--- config.mk ---
export PLATFORM = sky130hd
export DESIGN_NAME = temp_i2c_read_engine
export DESIGN_NICKNAME = d
export VERILOG_FILES = /design/src/rtl/temp_i2c_read_engine.sv
export SDC_FILE = /design/constraint.sdc
export NUM_CORES = 1
export LEC_CHECK = 0
export ABC_AREA = 1
export CORE_MARGIN = 10
export CORE_UTILIZATION = 51
export DETAILED_ROUTE_END_ITERATION = 8
export PLACE_DENSITY_LB_ADDON = 0.15
export SLEW_MARGIN = 10
export SYNTH_ARGS = -nofsm -noshare
export SYNTH_HDL_FRONTEND = slang
export SYNTH_SLANG_ARGS = --single-unit
--- constraint.sdc ---
create_clock -name Clock -period 1.3 [get_ports Clock]
set_input_delay 0.13 -clock Clock [delete_from_list [all_inputs] [get_ports Clock]]
set_output_delay 0.13 -clock Clock [all_outputs]
set_load 0.02 [all_outputs]
--- src/rtl/temp_i2c_read_engine.sv ---
// temp_i2c_read_engine: single-byte two-wire master read.
// START, address, ACK check, one data byte, NACK, STOP; open-drain pad enables.
module temp_i2c_read_engine #(
    parameter int CLK_DIV = 250
) (
    input  logic       Clock,
    input  logic       Reset,
    input  logic       StartReading,
    input  logic [7:0] FirstByte,
    output logic [7:0] RecData,
    output logic       Done,
    output logic       Busy,
    output logic       AckError,
    output logic       SclOe,
    output logic       SdaOe,
    input  logic       SdaIn
);

    typedef enum logic [2:0] {
        S_IDLE,
        S_START,
        S_ADDR,
        S_AACK,
        S_READ,
        S_MNACK,
        S_STOP,
        S_DONE
    } state_e;

    state_e      state_q, state_d;
    logic [15:0] cnt_q, cnt_d;
    logic [1:0]  qtr_q, qtr_d;
    logic [2:0]  bit_q, bit_d;
    logic [7:0]  addr_q, addr_d;
    logic [7:0]  shift_q, shift_d;
    logic [7:0]  rec_q, rec_d;
    logic        ackerr_q, ackerr_d;
    logic        srd_q;
    logic        tick;
    logic        cell_end;
    logic        sample;

    assign tick     = (state_q != S_IDLE) && (cnt_q == 16'(CLK_DIV - 1));
    assign cell_end = tick && (qtr_q == 2'd3);
    assign sample   = tick && (qtr_q == 2'd2);

    always_ff @(posedge Clock) begin
        if (Reset) begin
            state_q  <= S_IDLE;
            cnt_q    <= '0;
            qtr_q    <= '0;
            bit_q    <= '0;
            addr_q   <= '0;
            shift_q  <= '0;
            rec_q    <= '0;
            ackerr_q <= 1'b0;
            srd_q    <= 1'b0;
        end else begin
            state_q  <= state_d;
            cnt_q    <= cnt_d;
            qtr_q    <= qtr_d;
            bit_q    <= bit_d;
            addr_q   <= addr_d;
            shift_q  <= shift_d;
            rec_q    <= rec_d;
            ackerr_q <= ackerr_d;
            srd_q    <= StartReading;
        end
    end

    always_comb begin
        state_d  = state_q;
        qtr_d    = tick ? qtr_q + 2'd1 : qtr_q;
        bit_d    = bit_q;
        addr_d   = addr_q;
        shift_d  = shift_q;
        rec_d    = rec_q;
        ackerr_d = ackerr_q;
        if (state_q == S_IDLE || state_q == S_DONE || tick)
            cnt_d = '0;
        else
            cnt_d = cnt_q + 16'd1;

        unique case (state_q)
            S_IDLE: begin
                if (StartReading && !srd_q) begin
                    state_d  = S_START;
                    addr_d   = FirstByte;
                    ackerr_d = 1'b0;
                    qtr_d    = 2'd0;
                end
            end
            S_START: begin
                if (cell_end) begin
                    state_d = S_ADDR;
                    bit_d   = 3'd7;
                end
            end
            S_ADDR: begin
                if (cell_end) begin
                    bit_d = bit_q - 3'd1;
                    if (bit_q == 3'd0) state_d = S_AACK;
                end
            end
            S_AACK: begin
                if (sample) ackerr_d = SdaIn;
                if (cell_end) begin
                    state_d = ackerr_q ? S_STOP : S_READ;
                    bit_d   = 3'd7;
                end
            end
            S_READ: begin
                if (sample) shift_d = {shift_q[6:0], SdaIn};
                if (cell_end) begin
                    bit_d = bit_q - 3'd1;
                    if (bit_q == 3'd0) state_d = S_MNACK;
                end
            end
            S_MNACK: begin
                if (cell_end) state_d = S_STOP;
            end
            S_STOP: begin
                if (cell_end) state_d = S_DONE;
            end
            S_DONE: begin
                state_d = S_IDLE;
                if (!ackerr_q) rec_d = shift_q;
            end
            default: state_d = S_IDLE;
        endcase
    end

    // SCL is low in the first half of every data cell
    always_comb begin
        SclOe = 1'b0;
        SdaOe = 1'b0;
        unique case (state_q)
            S_START: SdaOe = qtr_q[1];
            S_ADDR: begin
                SclOe = ~qtr_q[1];
                SdaOe = ~addr_q[bit_q];
            end
            S_AACK, S_READ, S_MNACK: SclOe = ~qtr_q[1];
            S_STOP: begin
                SclOe = (qtr_q == 2'd0);
                SdaOe = ~qtr_q[1];
            end
            default: begin
                SclOe = 1'b0;
                SdaOe = 1'b0;
            end
        endcase
    end

    assign Busy     = (state_q != S_IDLE);
    assign Done     = (state_q == S_DONE);
    assign RecData  = rec_q;
    assign AckError = ackerr_q;

endmodule

==> summary.txt, run 1 <==
Detailed-route via count - 2798
Commonest non-fill, non-tap cell in the layout - buf_4
Synth Instances - 339
Lkg Pwr - 1.73 nW
Port bufs - 24
Initial antenna violation count - 0
Seq/Total Area, Yosys - 41.2%
Failing checks - negative setup slack
Layout area overhead - 64.8%
Hpwl dp - 4300 um
Fin Setup TNS - -8.94 ns
Area of the multi-input gates - 1770 um2
Setup slack at placement - -0.434 ns
Initial Util - 52.1%
Clk_skew - 0.00594 ns
Number of primary I/O pins - 25
Final setup fails - 53
Critical Path Source Type - flop
First-pass detailed-route iteration total - 4
Final min period - 1.55 ns
Final worst slack - -0.253 ns
Die width - 89.0 um
DRT antenna net count - 0
Die area - 7930 um2
Final hold violations - 0
Slowest cell on the critical path - dfxtp_2
Min-delay worst type - input pin to flop
Post-route DRC - 0
Mapped Area - 2430 um2
Slew HR - 71.7%
Antenna diodes - 0
Reg area - 1030 um2
CP Cell Sequence - buf_6 -> nor2_4 -> nand2_4 -> nand4_1 -> nor2_4 -> nand3b_4 -> nand2_2 -> nand2_2 -> nor2_2
Synthesized Nets - 358
Worst EP arrival - 1.81 ns
Clock slew at reported path FFs - 0.10 ns
Vias in the first global route - 2527
Maximum clock path buffer count - 2
Hold buffers post-CTS - 0
Outcome - finished with violations
Most frequent cells in the layout - buf_4 (53), nand2_1 (39), dfxtp_1 (37), nor2_1 (35), inv_1 (26)
GRT Total Usage - 18.6%
CP Class - flop to flop
Clock root buffer - clkbuf_8
Maxcap violations - 0
WL final - 9140 um
CP Max Fanout - 8
CTS tree - done
CORE AREA - 4660 um2
Share of cells above drive strength 1 - 53.9%
Synthesized flop and latch total - 50
RSZ-0062 raised after global routing - true
DR vias/cell - 5.71
WL/cell - 18.6 um
Clk Latency, worst-skew pair - 0.31 ns
Cell family with most CP delay - simple AND/OR/NAND/NOR gates
Buf/Inv on CP - 1
Cell Rows - 25
Avg Cell Area, Syn - 7.17 um2
First-pass GRT wire length - 11700 um
Die Y - 89.0 um
Unique masters post-synth - 35
H-tree Lvls - 2
GP Congestion - 0.914
Crit end category - flop
Final slew viol count - 0
Synthesis Warnings - 0
P per Cell Area - 1260 nW/um2
Crit path largest cell delay - 0.35 ns
CTS Buf Count - 5
Total Nets Final - 454
Largest net degree at the start of global routing - 26
Final period utilization - 119%
Filler instances - 228
Worst-Margin Slew - 0.424 ns
Gr ovfl total - 0
Fmax - 644 MHz
Worst vdd ir - 0.880 mV
Starting DRT DRC Count - 231
Required @ worst endpoint - 1.56 ns
Clock Sink Count - 50
## final cells by class
cell class | instances | area share (%)
clock buffer | 5 | 1.72
sequential | 50 | 25.6
timing repair buffer | 93 | 21.3
multi-input combinational | 242 | 44.1
inverter | 43 | 4.40
tap | 54 | 1.69
clock inverter | 3 | 1.09
## registers in the layout (all words and copies together) (netlist names)
signal,count
bit_q,3
RecData,8
shift_q,8
qtr_q,2
AckError,1
cnt_q,16
state_q,3
addr_q,8
srd_q,1
## routing by layer
layer  wire, um  track usage, %  up-vias
li1           -               -     1286
met1       3420            21.1     1315
met2       4550            33.0      144
met3        688            4.56       53
met4        481            6.36        0
met5          0               0        -
## stage by stage
step / util (%) / std cells / instance area [um2] / power [mW] / hold slack (ns)
floorplan: - / 339 / 2480 / 2.51 / 0.192
global placement: 67.6 / 463 / 3150 / 2.96 / 0.445
detailed placement: 67.6 / 463 / 3150 / 2.98 / 0.454
CTS: 76.8 / 480 / 3580 / 4.32 / 0.428
global route: 85.9 / 490 / 4010 / 5.22 / 0.435
finish: 85.9 / 490 / 4010 / 5.04 / 0.437
## power breakdown
part	internal, mW	switching [mW]
Clock	0.578	0.554
Sequential	1.65	0.115
Combinational	0.953	1.19
## cells by family (layout without fill, tap and decap cells)
logic type	after synthesis	after routing	synth area share [%]
xor+xnor	7	7	2.52
compound gates	45	45	10.1
simple gates	182	183	34.4
fa+ha+maj	7	7	3.60
flops	50	50	41.2
buf+inv	48	144	8.14
## what timing repair did
item                                    in CTS  in global routing
setup buffers                                9                 12
pin swaps                                   30                 26
gates cloned                                 2                  0
hold endpoints to repair                     0                  0
endpoints found under the setup margin      62                 53
gates resized for setup                    109                109
## worst register-to-register path: cells and delay by family (launching register included)
kind	cells	cell delay (ns)
buffers and inverters	1	0.14
and+or+nand+nor	8	1.01
DFF	1	0.35
## final timing paths
check	from	to	slack (ns)	depth (start not counted)
worst max-delay path	state_q[0]	shift_q[6]	-0.25	9
worst min-delay path	FirstByte[1]	addr_q[1]	0.44	3
worst max register to register	state_q[0]	shift_q[6]	-0.25	9
worst min register to register	cnt_q[0]	cnt_q[0]	0.45	1
## cells in the mapped netlist (all sizes together)
cell,count,area (um2)
nand4,8,50.1
nand3b,1,11.3
xor2,5,43.8
or2,3,18.8
dfxtp,50,1000
clkinv,1,3.75
o21bai,1,7.51
a31oi,1,6.26
inv,42,160
o31ai,1,7.51
nand2,65,264
clkbuf,1,3.75
buf,4,30.0
nor2,65,275
nor3b,1,7.51
a21oi,18,97.6
and2,1,6.26
xnor2,2,17.5
nor3,16,80.1
a41oi,1,8.76
nand3,22,123
ha,7,87.6
o21ai,23,119
Note: power is estimated with default switching activity, not from simulation.
==> run 2: changes to the inputs <==
==> constraint.sdc (replaced) <==
create_clock -name Clock -period 1.3 [get_ports Clock]
set_input_delay 0.13 -clock Clock [delete_from_list [all_inputs] [get_ports Clock]]
set_output_delay 0.13 -clock Clock [all_outputs]
set_load 0.1 [all_outputs]
==> run 2 against run 1 <==
Via count grew 13%. First-iteration DRC count is 52% higher. Largest power group unchanged. The run still ends with negative setup slack left. Critical path type is now flop to output pin. Non-clock buffer count is 6 higher.
==> summary.txt, run 2 (synthesized netlist as in run 1, its figures left out) <==
Outcome - finished with violations (unchanged)
Failing checks - negative setup slack (unchanged)
CP Cell Sequence - inv_2 -> nand2_2 -> nor2_4 -> nand3_2 -> o21ai_1 -> o21bai_4 -> buf_12 (was buf_6 -> nor2_4 -> nand2_4 -> nand4_1 -> nor2_4 -> nand3b_4 -> nand2_2 -> nand2_2 -> nor2_2)
Hold Path Sink - srd_q (was addr_q[1])
Reg area - 1050 um2 (was 1030 um2)
Setup slack at placement - -0.260 ns (was -0.434 ns)
Reg2reg setup slack - -0.42 ns (was -0.25 ns)
Starting DRT DRC Count - 351 (was 231)
WL final - 12000 um (was 9140 um)
CP Class - flop to output pin (was flop to flop)
Port bufs - 24 (unchanged)
Crit end category - output pin (was flop)
Met1 GRT Util - 26.6% (was 21.1%)
Number of primary I/O pins - 25 (unchanged)
Final period utilization - 141% (was 119%)
Crit path largest cell delay - 0.39 ns (was 0.35 ns)
Post-route DRC - 0 (unchanged)
P per Cell Area - 1390 nW/um2 (was 1260 nW/um2)
Finished Layout Cells - 496 (was 490)
Cell family with most CP delay - flip-flops (was simple AND/OR/NAND/NOR gates)
Final setup fails - 53 (unchanged)
Initial Util - 52.1% (unchanged)
RSZ-0062 raised after global routing - true (unchanged)
Worst vdd ir - 1.17 mV (was 0.880 mV)
DRT antenna net count - 0 (unchanged)
Required @ worst endpoint - 1.17 ns (was 1.56 ns)
Share of cells above drive strength 1 - 61.5% (was 53.9%)
Filler instances - 128 (was 228)
Slowest cell on the critical path - dfxtp_4 (was dfxtp_2)
Worst-Margin Slew - 0.443 ns (was 0.424 ns)
Final slew viol count - 0 (unchanged)
First-pass GRT wire length - 14200 um (was 11700 um)
Worst EP arrival - 1.70 ns (was 1.81 ns)
Fin Setup TNS - -13.35 ns (was -8.94 ns)
DR vias/cell - 6.36 (was 5.71)
Final worst slack - -0.533 ns (was -0.253 ns)
Post-DP Area - 3320 um2 (was 3150 um2)
Commonest non-fill, non-tap cell in the layout - buf_4 (unchanged)
Area of the multi-input gates - 1910 um2 (was 1770 um2)
Largest net degree at the start of global routing - 19 (was 26)
Clk_skew - 0.0132 ns (was 0.00594 ns)
Final min period - 1.83 ns (was 1.55 ns)
Worst Min Path Start - StartReading (was FirstByte[1])
Top Usage Layer GRT - met2 (unchanged)
Register with the most flip-flops - cnt_q (unchanged)
Cell Rows - 25 (unchanged)
CTS tree - done (unchanged)
Fmax - 546 MHz (was 644 MHz)
WL/cell - 24.2 um (was 18.6 um)
CORE AREA - 4660 um2 (unchanged)
Critical path launch point - state_q[0] (unchanged)
Clock root buffer - clkbuf_8 (unchanged)
Met2 Track Usage GR - 38.4% (was 33.0%)
Min-delay worst type - input pin to flop (unchanged)
Clk Latency, worst-skew pair - 0.32 ns (was 0.31 ns)
Lkg Pwr - 1.82 nW (was 1.73 nW)
Slew HR - 70.5% (was 71.7%)
R2R cell count - 9 (unchanged)
Hpwl dp - 4510 um (was 4300 um)
Gr ovfl total - 0 (unchanged)
Maxcap violations - 0 (unchanged)
Buf/Inv on CP - 2 (was 1)
Critical Path Source Type - flop (unchanged)
CTS Buf Count - 5 (unchanged)
H-tree Lvls - 2 (unchanged)
Global Route met3 Usage - 6.38% (was 4.56%)
Most frequent cells in the layout - buf_4 (54), nand2_1 (31), nand2_2 (28), nor2_1 (27), nor2_4 (24) (was buf_4 (53), nand2_1 (39), dfxtp_1 (37), nor2_1 (35), inv_1 (26))
GRT Total Usage - 22.8% (was 18.6%)
Max reg flops - 16 (unchanged)
WHS - 0.393 ns (was 0.437 ns)
Antenna diodes - 0 (unchanged)
Maximum clock path buffer count - 2 (unchanged)
Total Nets Final - 460 (was 454)
Die width - 89.0 um (unchanged)
Placed Cells - 460 (was 463)
Die Y - 89.0 um (unchanged)
Vias in the first global route - 2891 (was 2527)
Clock slew at reported path FFs - 0.10 ns (about the same)
Reg-to-Reg End - bit_q[1] (was shift_q[6])
First-pass detailed-route iteration total - 5 (was 4)
Fin area - 4410 um2 (was 4010 um2)
Initial antenna violation count - 0 (unchanged)
GP Congestion - 0.891 (was 0.914)
CP Max Fanout - 5 (was 8)
R2R Path Start - state_q[1] (was state_q[0])
Detailed-route via count - 3155 (was 2798)
Hold path depth - 3 (unchanged)
Layout area overhead - 81.5% (was 64.8%)
Final hold violations - 0 (unchanged)
Die area - 7930 um2 (unchanged)
Clock Sink Count - 50 (unchanged)
run 2: changes by cell type in the layout (fill, tap and decap cells not counted), sizes merged:
cell         previous run  this run
nand3                  23        22
buf                    73        88
inv                    42        40
nand2                  65        66
dlygate4sd2             9         0
clkinvlp                0         2
run 2: power breakdown:
part	switching (mW)	internal (mW)	total (mW)	leakage (nW)
combinational	1.76	1.38	3.14	1.34
clock	0.582	0.568	1.15	0.0579
sequential	0.177	1.66	1.83	0.420
run 2: cell type report:
class | instances | share of cell area, %
multi-input cells | 242 | 43.4
repair buffers | 99 | 24.5
flip-flops and latches | 50 | 23.8
inverters | 43 | 4.34
clock buffers | 5 | 1.56
well taps | 54 | 1.53
clock inverters | 3 | 0.908
run 2: layer usage:
layer | vias up | routed length [um]
met5 | - | 0
met2 | 274 | 5510
li1 | 1292 | -
met4 | 0 | 851
met1 | 1494 | 4350
met3 | 95 | 1280
run 2: repair_timing:
item,4_1_cts,5_1_grt
hold buffers,0,0
buffers inserted,14,12
gates cloned,1,1
pin swaps,34,33
resized for setup,121,86
endpoints found under the setup margin,53,53
run 2: tightest hold or removal path, delay by kind of cell:
family / cells / cell delay, ns
buf+inv: 2 / 0.49
simple gates: 1 / 0.05
run 2: through the flow:
stage               util [%]  power [mW]
global route            94.6        6.22
finish                  94.6        6.13
floorplan                  -        2.87
detailed placement      71.2        3.53
global placement        71.2        3.50
CTS                     86.0        5.01
run 2: how the worst max path moves through the flow:
stage                      end  slack [ns]  cells after the start
floorplan           shift_q[0]       -0.15                      9
global placement    state_q[0]       -0.16                      8
detailed placement  shift_q[3]       -0.26                      9
CTS                      SdaOe       -0.29                      8
global route             SdaOe       -0.54                      7
finish                   SdaOe       -0.53                      7
==> run 3: changes to the inputs <==
Settings changed: CORE_UTILIZATION 51 to 53, CTS_BUF_LIST set to sky130_fd_sc_hd__clkbuf_4 sky130_fd_sc_hd__clkbuf_8, PLACE_DENSITY set to 0.78, PLACE_DENSITY_LB_ADDON 0.15 to not set.
==> run 3 against run 2 <==
The run now fails in 5_1_grt. Area after synthesis did not move. Synthesized cell count stayed put.
==> summary.txt, run 3 <==
Number of primary I/O pins - 25 (unchanged)
Clock Sink Count - 50 (unchanged)
Cell Rows - 24 (was 25)
Synthesized flop and latch total - 50 (unchanged)
Hold buffers post-CTS - 0 (unchanged)
GP Congestion - 0.895 (was 0.891)
Initial antenna violation count - 0
CTS Buf Count - 5 (unchanged)
Die Y - 87.7 um (was 89.0 um)
Exit stage - 5_1_grt
Main flop type after synthesis - dfxtp_1 (unchanged)
Hpwl dp - 4480 um (was 4510 um)
Most frequent cells after synthesis - nand2_1 (59), nor2_1 (58), dfxtp_1 (50) (unchanged)
Mapped Area - 2430 um2 (unchanged)
Worst EP kind - output port
Most frequent cell after synthesis - nand2_1 (unchanged)
Ranking of synthesized cells by area - dfxtp_1 (41%), nand2_1 (9.1%), nor2_1 (9.0%) (unchanged)
Synthesized Nets - 358 (unchanged)
Initial Util - 55.4% (was 52.1%)
Avg Cell Area, Syn - 7.17 um2 (unchanged)
Synth Instances - 339 (unchanged)
Port bufs - 24 (unchanged)
Die width - 87.7 um (was 89.0 um)
Largest net degree at the start of global routing - 22
GR repair worst EP - SdaOe
H-tree Lvls - 2 (unchanged)
Synth area leader - dfxtp_1 (unchanged)
Outcome - stopped before the end (was finished with violations)
Maximum clock path buffer count - 2 (unchanged)
Setup slack at placement - -0.259 ns (was -0.260 ns)
Clock root buffer - clkbuf_8 (unchanged)
Synthesis Warnings - 0 (unchanged)
Post-synth top area share - 41.2% (unchanged)
Err - [ERROR DPL-0033] detailed placement checks failed during check placement.
Asr flop ratio synth - 0% (unchanged)
Seq/Total Area, Yosys - 41.2% (unchanged)
Number of synthesized flops with an enable pin - 0 (unchanged)
Unique masters post-synth - 35 (unchanged)
==> run 3: cell counts after synthesis <==
No cell type changed its count.
==> run 3: what timing repair did <==
action,CTS
setup endpoints to repair,53
pin swaps,38
gates cloned,2
gates resized for setup,111
setup buffers,23
==> run 3: per-stage QoR <==
step                utilization (%)  cell area (um2)  std cells
floorplan                         -             2520        339
global placement               75.8             3320        459
detailed placement             75.8             3320        459
CTS                            90.9             3990        492
==> run 3: logic make-up after synthesis <==
group / after synthesis / share of synthesized area, %
and+or+nand+nor: 182 / 34.4
AOI/OAI and AO/OA: 45 / 10.1
xor gates and xnor gates: 7 / 2.52
buffers and inverters: 48 / 8.14
adders and majority gates: 7 / 3.60
DFF: 50 / 41.2
==> run 4: changes to the inputs <==
Settings changed: CORE_UTILIZATION 53 to 40, CTS_BUF_LIST sky130_fd_sc_hd__clkbuf_4 sky130_fd_sc_hd__clkbuf_8 to not set, PLACE_DENSITY 0.78 to not set, PLACE_DENSITY_LB_ADDON set to 0.15.
Clock period 1.3 ns to 1.7 ns, I/O delays scaled along.
==> run 4 against run 3 <==
The flow now finishes without violations.
==> summary.txt, run 4 (synthesized netlist as in run 1, its figures left out) <==
Outcome - finished clean (was stopped before the end)
Cell family with most CP delay - flip-flops
First-pass GRT wire length - 9690 um
Gr ovfl total - 0
Filler instances - 575
Final period utilization - 96.3%
Min-delay worst type - input pin to flop
Post-route DRC - 0
GRT Total Usage - 11.7%
Hpwl dp - 3990 um (was 4480 um)
Clock Sink Count - 50 (unchanged)
CTS Buf Count - 5 (unchanged)
Hold buffers post-CTS - 0 (unchanged)
Sequential power share - 40.7%
Most frequent cells in the layout - nand2_1 (57), nor2_1 (56), dfxtp_1 (46), inv_1 (34)
Worst vdd ir - 0.889 mV
Fin area - 3030 um2
Lkg Pwr - 1.29 nW
Port bufs - 24 (unchanged)
Initial antenna violation count - 0
DRT antenna net count - 0
First-pass detailed-route iteration total - 4
CP Cell Sequence - inv_2 -> nand2_4 -> nor2_4 -> nand3_1 -> o21ai_1 -> o21bai_4 -> buf_12
Fin Setup TNS - 0 ns
Psw - 1.24 mW
Clock root buffer - clkbuf_8 (unchanged)
WHS - 0.417 ns
CP Max Fanout - 5
CTS tree - done
Final hold violations - 0
Commonest non-fill, non-tap cell in the layout - nand2_1
Int Power - 2.05 mW
Starting DRT DRC Count - 79
Clk_skew - 0.00830 ns
Crit path largest cell delay - 0.38 ns
Number of primary I/O pins - 25 (unchanged)
Register with the most flip-flops - cnt_q
H-tree Lvls - 2 (unchanged)
RSZ-0062 raised after global routing - true
Largest net degree at the start of global routing - 28
Vias in the first global route - 2168
Worst-Margin Slew - 0.277 ns
Antenna diodes - 0
Final min period - 1.64 ns
Comb power frac - 37.0%
Area of the multi-input gates - 1280 um2
Die Y - 97.9 um (was 87.7 um)
Max reg flops - 16
Reg area - 1010 um2
Maximum clock path buffer count - 2 (unchanged)
Detailed-route via count - 2139
WL/cell - 12.1 um
DR vias/cell - 4.71
Post-DP Area - 2830 um2 (was 3320 um2)
Worst EP arrival - 1.47 ns
Clock Power Share - 22.3%
GP Congestion - 0.813 (was 0.895)
Maxcap violations - 0
P per Cell Area - 1080 nW/um2
Total Nets Final - 397
Critical Path Source Type - flop
Die width - 97.9 um (was 87.7 um)
Crit end category - output pin
Slew HR - 81.6%
CP Class - flop to output pin
Layout area overhead - 24.9%
Share of cells above drive strength 1 - 19.0%
WL final - 5480 um
Core Util, Final - 51.2%
Sw Ratio - 37.8%
Die area - 9590 um2
Fmax - 611 MHz
Cell Rows - 28 (was 24)
Buf/Inv on CP - 2
CORE AREA - 5920 um2
Final setup fails - 0
Clk Latency, worst-skew pair - 0.31 ns
Slowest cell on the critical path - dfxtp_4
Final slew viol count - 0
Initial Util - 41.0% (was 55.4%)
Clock slew at reported path FFs - 0.10 ns
Required @ worst endpoint - 1.53 ns
-- run 4: power groups by stage --
stage	clock, mW	combinational, mW	sequential [mW]
after floorplan	0	0.730	1.37
after global placement	0	1.08	1.35
after detailed placement	0	1.08	1.35
after CTS	0.749	1.09	1.33
after global routing	0.797	1.33	1.36
final	0.734	1.22	1.34
-- run 4: repair_timing --
| item | CTS | global route |
|---|---|---|
| resized for setup | 7 | 14 |
| cloned | 0 | 0 |
| setup endpoints to repair | 1 | 4 |
| pin swaps | 0 | 4 |
| buffers inserted | 0 | 5 |
| hold endpoints to repair | 0 | 0 |
-- run 4: through the flow --
stage          instances  setup WS, ns  total power, mW
4_1_cts              449       0.00993             3.17
6_report             454        0.0637             3.29
2_1_floorplan        339        -0.420             2.10
3_5_place_dp         441         0.113             2.44
3_3_place_gp         441         0.179             2.43
5_1_grt              454      -0.00704             3.48
-- run 4: path summary, 6_finish.rpt --
kind / start / end / slack [ns] / depth (start not counted)
worst max-delay path: state_q[0] / SdaOe / 0.06 / 7
worst max register to register: state_q[1] / cnt_q[14] / 0.22 / 8
worst min register to register: cnt_q[0] / cnt_q[0] / 0.48 / 1
worst min-delay path: StartReading / srd_q / 0.42 / 3
-- run 4: worst reg2reg max path, stage by stage, from the launching register on --
cell     delay, ns
dfxtp_2       0.38
nor2_2        0.20
nand2_4       0.13
nand2_2       0.14
nor2_8        0.05
inv_4         0.07
nand3_4       0.10
buf_12        0.16
nor3_1        0.17
-- run 4: routing by layer --
metal,vias up,share of wire [%],track usage (%)
met3,5,3.0,3.38
met2,25,45,18.8
li1,1161,-,-
met5,-,0,0
met1,948,51,14.7
met4,0,1.0,3.47
-- run 4: area by class of cell --
type	instances	share of cell area, %
multi-input cells	241	42.1
flip-flops and latches	50	33.3
repair buffers	37	12.9
inverters	43	5.57
well taps	75	3.09
clock buffers	7	2.85
clock inverters	1	0.165
